--- src/rtl/mips_boot_sequencer.sv ---
// mips_boot_sequencer: streams a program into imem, holds then releases CPU reset,
// and reports done on a PC branch-to-self halt or on cycle-budget timeout.
module mips_boot_sequencer #(
  parameter int          IMEM_AW     = 8,
  parameter int          RESET_HOLD  = 3,
  parameter int          HALT_REPEAT = 4,
  parameter logic [31:0] MAX_CYCLES  = 32'd100000
) (
  input  logic               clk,
  input  logic               reset,
  input  logic               start,
  input  logic               ld_valid,
  output logic               ld_ready,
  input  logic [31:0]        ld_data,
  input  logic               ld_last,
  output logic               imem_we,
  output logic [IMEM_AW-1:0] imem_addr,
  output logic [31:0]        imem_wdata,
  output logic               cpu_reset,
  input  logic [31:0]        pc,
  output logic               done,
  output logic               halted,
  output logic               timeout,
  output logic               overflow,
  output logic [31:0]        cycle_count
);
  typedef enum logic [2:0] {IDLE, LOAD, HOLD, RUN, DONE} state_t;
  state_t             state_q, state_d;
  logic [IMEM_AW-1:0] idx_q, idx_d, addr_q, addr_d;
  logic [31:0]        hold_q, hold_d, stable_q, stable_d, pc_prev_q, pc_prev_d;
  logic [31:0]        wdata_q, wdata_d, cycle_q, cycle_d;
  logic               first_q, first_d, ld_ready_q, ld_ready_d, we_q, we_d, cpu_reset_q, cpu_reset_d;
  logic               done_q, done_d, halted_q, halted_d, timeout_q, timeout_d, overflow_q, overflow_d;
  logic               hs;
  assign hs = ld_valid && ld_ready_q;
  always_comb begin
    state_d     = state_q;
    idx_d       = idx_q;
    addr_d      = addr_q;
    hold_d      = hold_q;
    stable_d    = stable_q;
    pc_prev_d   = pc_prev_q;
    wdata_d     = wdata_q;
    cycle_d     = cycle_q;
    first_d     = first_q;
    ld_ready_d  = ld_ready_q;
    we_d        = 1'b0;
    cpu_reset_d = cpu_reset_q;
    done_d      = done_q;
    halted_d    = halted_q;
    timeout_d   = timeout_q;
    overflow_d  = overflow_q;
    case (state_q)
      IDLE, DONE: if (start) begin
        state_d     = LOAD;
        idx_d       = '0;
        ld_ready_d  = 1'b1;
        cpu_reset_d = 1'b1;
        done_d      = 1'b0;
        halted_d    = 1'b0;
        timeout_d   = 1'b0;
        overflow_d  = 1'b0;
        cycle_d     = '0;
      end
      LOAD: if (hs) begin
        we_d    = 1'b1;
        addr_d  = idx_q;
        wdata_d = ld_data;
        idx_d   = idx_q + 1'b1;
        // The last imem slot ends the load even without ld_last, so idx never wraps in use.
        if (ld_last || &idx_q) begin
          state_d    = HOLD;
          ld_ready_d = 1'b0;
          overflow_d = !ld_last;
          hold_d     = '0;
        end
      end
      HOLD: if (hold_q == 32'(RESET_HOLD)) begin
        state_d     = RUN;
        cpu_reset_d = 1'b0;
        first_d     = 1'b1;
        stable_d    = '0;
      end else begin
        hold_d = hold_q + 32'd1;
      end
      RUN: begin
        cycle_d   = cycle_q + 32'd1;
        pc_prev_d = pc;
        first_d   = 1'b0;
        stable_d  = (!first_q && pc == pc_prev_q) ? stable_q + 32'd1 : '0;
        if (stable_d == 32'(HALT_REPEAT)) begin
          state_d  = DONE;
          done_d   = 1'b1;
          halted_d = 1'b1;
        end else if (cycle_d == MAX_CYCLES) begin
          state_d   = DONE;
          done_d    = 1'b1;
          timeout_d = 1'b1;
        end
      end
      default: state_d = IDLE;
    endcase
  end
  always_ff @(posedge clk) begin
    if (reset) begin
      state_q     <= IDLE;
      idx_q       <= '0;
      addr_q      <= '0;
      hold_q      <= '0;
      stable_q    <= '0;
      pc_prev_q   <= '0;
      wdata_q     <= '0;
      cycle_q     <= '0;
      first_q     <= 1'b0;
      ld_ready_q  <= 1'b0;
      we_q        <= 1'b0;
      cpu_reset_q <= 1'b1;
      done_q      <= 1'b0;
      halted_q    <= 1'b0;
      timeout_q   <= 1'b0;
      overflow_q  <= 1'b0;
    end else begin
      state_q     <= state_d;
      idx_q       <= idx_d;
      addr_q      <= addr_d;
      hold_q      <= hold_d;
      stable_q    <= stable_d;
      pc_prev_q   <= pc_prev_d;
      wdata_q     <= wdata_d;
      cycle_q     <= cycle_d;
      first_q     <= first_d;
      ld_ready_q  <= ld_ready_d;
      we_q        <= we_d;
      cpu_reset_q <= cpu_reset_d;
      done_q      <= done_d;
      halted_q    <= halted_d;
      timeout_q   <= timeout_d;
      overflow_q  <= overflow_d;
    end
  end
  assign ld_ready    = ld_ready_q;
  assign imem_we     = we_q;
  assign imem_addr   = addr_q;
  assign imem_wdata  = wdata_q;
  assign cpu_reset   = cpu_reset_q;
  assign done        = done_q;
  assign halted      = halted_q;
  assign timeout     = timeout_q;
  assign overflow    = overflow_q;
  assign cycle_count = cycle_q;
endmodule

--- config.mk ---
export PLATFORM = sky130hd
export DESIGN_NAME = mips_boot_sequencer
export DESIGN_NICKNAME = d
export VERILOG_FILES = /design/src/rtl/mips_boot_sequencer.sv
export SDC_FILE = /design/constraint.sdc
export NUM_CORES = 1
export LEC_CHECK = 0
export ABC_AREA = 1
export CAP_MARGIN = 0
export CORE_MARGIN = 2
export CORE_UTILIZATION = 23
export DETAILED_ROUTE_END_ITERATION = 8
export SETUP_SLACK_MARGIN = 0.02
export SYNTH_ARGS = -nofsm -noshare
export SYNTH_HDL_FRONTEND = slang
export SYNTH_SLANG_ARGS = --single-unit
export TNS_END_PERCENT = 30
--- constraint.sdc ---
create_clock -name clk -period 2.63 [get_ports clk]
set_input_delay 0.789 -clock clk [delete_from_list [all_inputs] [get_ports clk]]
set_output_delay 0.789 -clock clk [all_outputs]
set_load 0.02 [all_outputs]
======== Word level (Yosys, flattened, before mapping) ========
Cells that the tools add are included.
storage, ports and cells
  register bits ........................... 187
  input bits .............................. 69
  output and inout port bits .............. 79
  word-level logic and storage cells ...... 102
cells by class
  add/sub/neg operators ................... 4
  equality and inequality tests ........... 17
  multiplexer cells ....................... 39
  bitwise gates (word level) .............. 1
  reduce and logical (&&, ||, !) cells .... 25
operators by type and width
  operator                                                                 count
  32-bit two-way mux                                                       6
  32-bit one-hot mux with 2 select lines                                   3
  32-bit by 1-bit adder with 32-bit output, second input constant          3
  32-bit by 17-bit equality test with 1-bit output, second input constant  1
  32-bit by 2-bit equality test with 1-bit output, second input constant   1
  32-bit by 3-bit equality test with 1-bit output, second input constant   1
  32-bit equality test                                                     1
  3-bit two-way mux                                                        6
  8-bit two-way mux                                                        2
  2-bit != test, second input constant                                     8
  8-bit one-hot mux with 2 select lines                                    1
  1-bit one-hot mux with 2 select lines                                    7
  1-bit two-way mux                                                        13
  3-bit one-hot mux with 4 select lines                                    1
  3-bit AND reduction                                                      4
  4-bit AND reduction                                                      3
  2-bit nonzero test                                                       5
  8-bit by 1-bit adder with 8-bit output, second input constant            1
  8-bit AND reduction                                                      1
  3-bit by 2-bit equality test with 1-bit output, second input constant    2
  2-bit AND reduction                                                      3
  5-bit AND reduction                                                      1
  2-bit OR reduction                                                       2
  3-bit by 1-bit equality test with 1-bit output, second input constant    1
  other kinds (7)                                                          9

======== Logic depth before layout (Yosys ltp) ========
  depth after elaboration ................. 6
  mapped depth ............................ 19
  gate-level depth less buffers ........... 19

======== Worst setup path before layout ========
Ideal clock, no wire load.
  path kind ............................... input -> register
  start ................................... input pc[26]
  end ..................................... register state_q[1]
  setup time .............................. 0.115 ns
  data arrival time ....................... 2.181 ns
  data required time ...................... 2.515 ns
  path slack .............................. 0.334 ns
  cell stages on the path ................. 18
  buffers on the path ..................... 1
  path through ............................ inv_1 -> nand2_1 -> nand2_1 -> nor2_1 -> nand2_1 -> nor2_1 -> nand3_1 -> nor2_2 -> buf_4 -> nand3_1 -> nor2_1 -> nand2_1 -> nor2_1 -> nand2_1 -> nand3_2 -> nand3_1 -> nand2_1 -> nor2_1
between the ends
  word-level cells in the longest chain between the ends .. 6
  elaborated cells on any way between the ends .. 8
  those cells by class .................... 3 x eq/ne; 3 x mux; 2 x reduce/logical
ends and longest elaborated chain
  what                                                                                                  RTL line  source
  from (decl)                                                                                           20        input logic [31:0] pc,
  32-bit equality test (*)                                                                              90        stable_d = (!first_q && pc == pc_prev_q) ? stable_q + 32'd1 : '0;
  1-bit logical AND (*)                                                                                 90
  32-bit two-way mux (*)                                                                                90
  32-bit by 3-bit equality test with 1-bit output (*)                                                   91        if (stable_d == 32'(HALT_REPEAT)) begin
  3-bit != test (no source line) / 3-bit two-way mux (equally long branches)                            -
  5-bit AND reduction (no source line) / 3-bit one-hot mux with 4 select lines (equally long branches)  -
  to (signal assigned)                                                                                  123       state_q <= state_d;
  to (decl)                                                                                             28        state_t state_q, state_d;
Mark *: on every way between the ends. The rest lies on a longest branch, timed or not.
A chain may end at the register's enable or synchronous reset.

======== Final worst setup path ========
  start ................................... register stable_q[0]
  end ..................................... register state_q[1]
between the ends
  word-level cells in the longest chain between the ends .. 5
  elaborated cells on any way between the ends .. 7
  those cells by class .................... 1 x add/sub; 2 x eq/ne; 3 x mux; 1 x reduce/logical
ends and longest elaborated chain
  what                                                                                                  RTL line  source
  from (decl)                                                                                           30        logic [31:0] hold_q, hold_d, stable_q, stable_d, pc_prev_q, pc_prev_d;
  from (signal assigned)                                                                                127       stable_q <= stable_d;
  32-bit by 1-bit adder with 32-bit output (*)                                                          90
  32-bit two-way mux (*)                                                                                90
  32-bit by 3-bit equality test with 1-bit output (*)                                                   91
  3-bit != test (no source line) / 3-bit two-way mux (equally long branches)                            -
  5-bit AND reduction (no source line) / 3-bit one-hot mux with 4 select lines (equally long branches)  -
Marks and branches as above.

==> flow_summary.json <==
{
  "synth_flop_cell": "dfxtp_1",
  "pin_count": 148,
  "skew_ns": 0.0113,
  "cp.arrival_ns": 2.78,
  "status": "finished, final reports clean",
  "start_kind": "register",
  "tightest_slew_ns": 0.917,
  "finalSetupTns_ns": 0,
  "wirelength_mm": 33.2,
  "grtUsageTotal": 0.143,
  "setup-violations-final": 0,
  "drive_above_1_share": 0.125,
  "setup_slack_ns": 0.192,
  "layout_commonest_cell": "nand2_1",
  "hold_path.class": "register to register",
  "die_area_sq_um": 47000,
  "cts_tree": "built",
  "rrSetupSlack_ns": 0.19,
  "postLayoutCoreUtil": 0.313,
  "leakage_nw": 5.63,
  "vias": 11148,
  "rsz0062_at_grt": "true",
  "r2r_cells": 18,
  "crit_type": "register to register",
  "ys_seq_area_frac": 0.359,
  "irDropWorstVdd_mv": 0.394,
  "postPlaceCellArea_sq_um": 13000,
  "clk_latency_ns": 0.45,
  "path_clk_slew_ns": 0.08,
  "grt_pass1_vias": 10799,
  "fmax_mhz": 410,
  "max-slew-margin-rel": 0.389,
  "holdWs_ns": 0.475,
  "finalCritPeriodShare": 0.927,
  "place.port_buffers": 147,
  "power.density_nw_per_um2": 536,
  "drt-initial-drc-count": 737,
  "pre_cts_slack_ns": -0.676,
  "finalNonFillerCells": 2458,
  "final.min_clock_period_ns": 2.44,
  "syn_nets": 1728,
  "row_count": 77,
  "fin_area_sq_um": 13900,
  "htree_levels": 4,
  "clock_sinks": 187,
  "syn_to_final_growth_pct": 33.6,
  "dp_hpwl_mm": 25.1,
  "grt_max_degree": 89,
  "async_flop_share": 0,
  "avgViaCountPerCell": 4.54,
  "antenna_found_initial": 7,
  "grt_pass1_wl_mm": 54.8,
  "worstPathMaxFanout": 5,
  "gp_congestion": 0.893,
  "drc": 0,
  "power_mw": 7.45,
  "finalHoldViolCount": 0,
  "synth_cell_types": 42,
  "synth_top_cell_area_share": 0.359,
  "nFillCells": 4846,
  "ys_ff_latch": 187,
  "core_area_sq_um": 44500,
  "syn-mean-instance-area_sq_um": 6.30,
  "drv_cap": 0,
  "nNetsFinal": 1923,
  "synthTopCellsByArea": "dfxtp_1 (36%), nand2_1 (16%), nor2_1 (8.2%)",
  "synth_edf_count": 0,
  "final_cell_mix": "nand2_1 (413), nor2_1 (214), inv_1 (190)",
  "dpl.cell_count": 2416,
  "yosysTopAreaCell": "dfxtp_1",
  "clockRootBuffer": "clkbuf_16",
  "crit_path_end_kind": "register",
  "dieHeight_um": 217,
  "fp.dieW_um": 217,
  "netlist_instances": 1654,
  "slew_violations": 0,
  "grt_overflow": 0,
  "syn_area_sq_um": 10400,
  "worstPathRequired_ns": 2.98,
  "dr.pass1.iters": 5,
  "clockBufferDepth": 2,
  "min_path_cells": 2,
  "ant_nets": 0,
  "numCtsBuffers": 17,
  "start_util": 0.234,
  "synth-warning-count": 0,
  "wl_per_cell_um": 13.5
}
[per-layer routing]
layer  track usage  wire length (um)  up-vias
li1              -                 -     5703
met1         0.186             15500     5097
met2         0.232             14800      313
met3        0.0414              2340       31
met4        0.0345               446        4
met5             0                24        -
[timing repair]
action	4_1_cts	5_1_grt
endpoints found under the hold margin	0	0
endpoints found under the setup margin	6	17
setup buffers	0	6
gates resized for setup	9	96
hold buffers	0	0
pin swaps	0	28
[kinds of logic after synthesis]
group / share of synthesized area
simple gates: 0.382
buf+inv: 0.0942
compound gates: 0.128
flops: 0.359
xor+xnor: 0.0303
fa+ha+maj: 0.00600
[area by class of cell]
type	instances	area [sq um]	share of cell area
multi-input cells	1208	5900	0.424
flip-flops and latches	187	3750	0.269
repair buffers	225	2170	0.156
inverters	210	790	0.0567
well taps	592	741	0.0532
clock buffers	20	447	0.0321
clock inverters	12	109	0.00782
diodes	4	10.0	0.000719
[cell usage after synthesis, types with 14 or more instances]
cell and n:
a21oi_1 112, clkbuf_1 44, dfxtp_1 187, inv_1 201
nand2_1 431, nand3_1 108, nand4_1 28, nor2_1 228
nor3_1 43, o21ai_0 114, or2_2 14, xor2_1 29
[flip-flops by register name, indices dropped and copies added, names as in the netlist]
| name | count |
|---|---|
| stable_q | 32 |
| ld_ready | 1 |
| imem_wdata | 32 |
| hold_q | 32 |
| overflow | 1 |
| imem_addr | 8 |
| imem_we | 1 |
| state_q | 3 |
| done | 1 |
| cycle_count | 32 |
| idx_q | 8 |
| first_q | 1 |
| pc_prev_q | 32 |
| halted | 1 |
| cpu_reset | 1 |
| timeout | 1 |
[worst max-delay path: stages (launching register included)]
cell     delay, ns
dfxtp_1       0.41
ha_1          0.23
nand3_2       0.15
inv_2         0.14
nand3_2       0.15
nor2_4        0.20
nand2_1       0.06
nand2_1       0.06
nand2_1       0.07
o21ai_1       0.16
nand2_1       0.07
inv_1         0.05
nand2_1       0.05
nor2_2        0.11
nand2_2       0.10
nand3_4       0.12
nand3_2       0.08
nand2_1       0.07
nor2_1        0.05
[path summary, 6_finish.rpt]
path                       from            end
setup / recovery    stable_q[0]     state_q[1]
hold / removal    pc_prev_q[15]  pc_prev_q[15]
setup reg to reg    stable_q[0]     state_q[1]
hold reg to reg   pc_prev_q[15]  pc_prev_q[15]
[where the power goes]
part	total, mW	switching, mW	internal, mW
Sequential	3.16	0.148	3.01
Clock	2.51	1.24	1.27
Combinational	1.78	1.08	0.708
Total	7.45	2.46	4.99
Note: power is estimated with default switching activity, not from simulation.
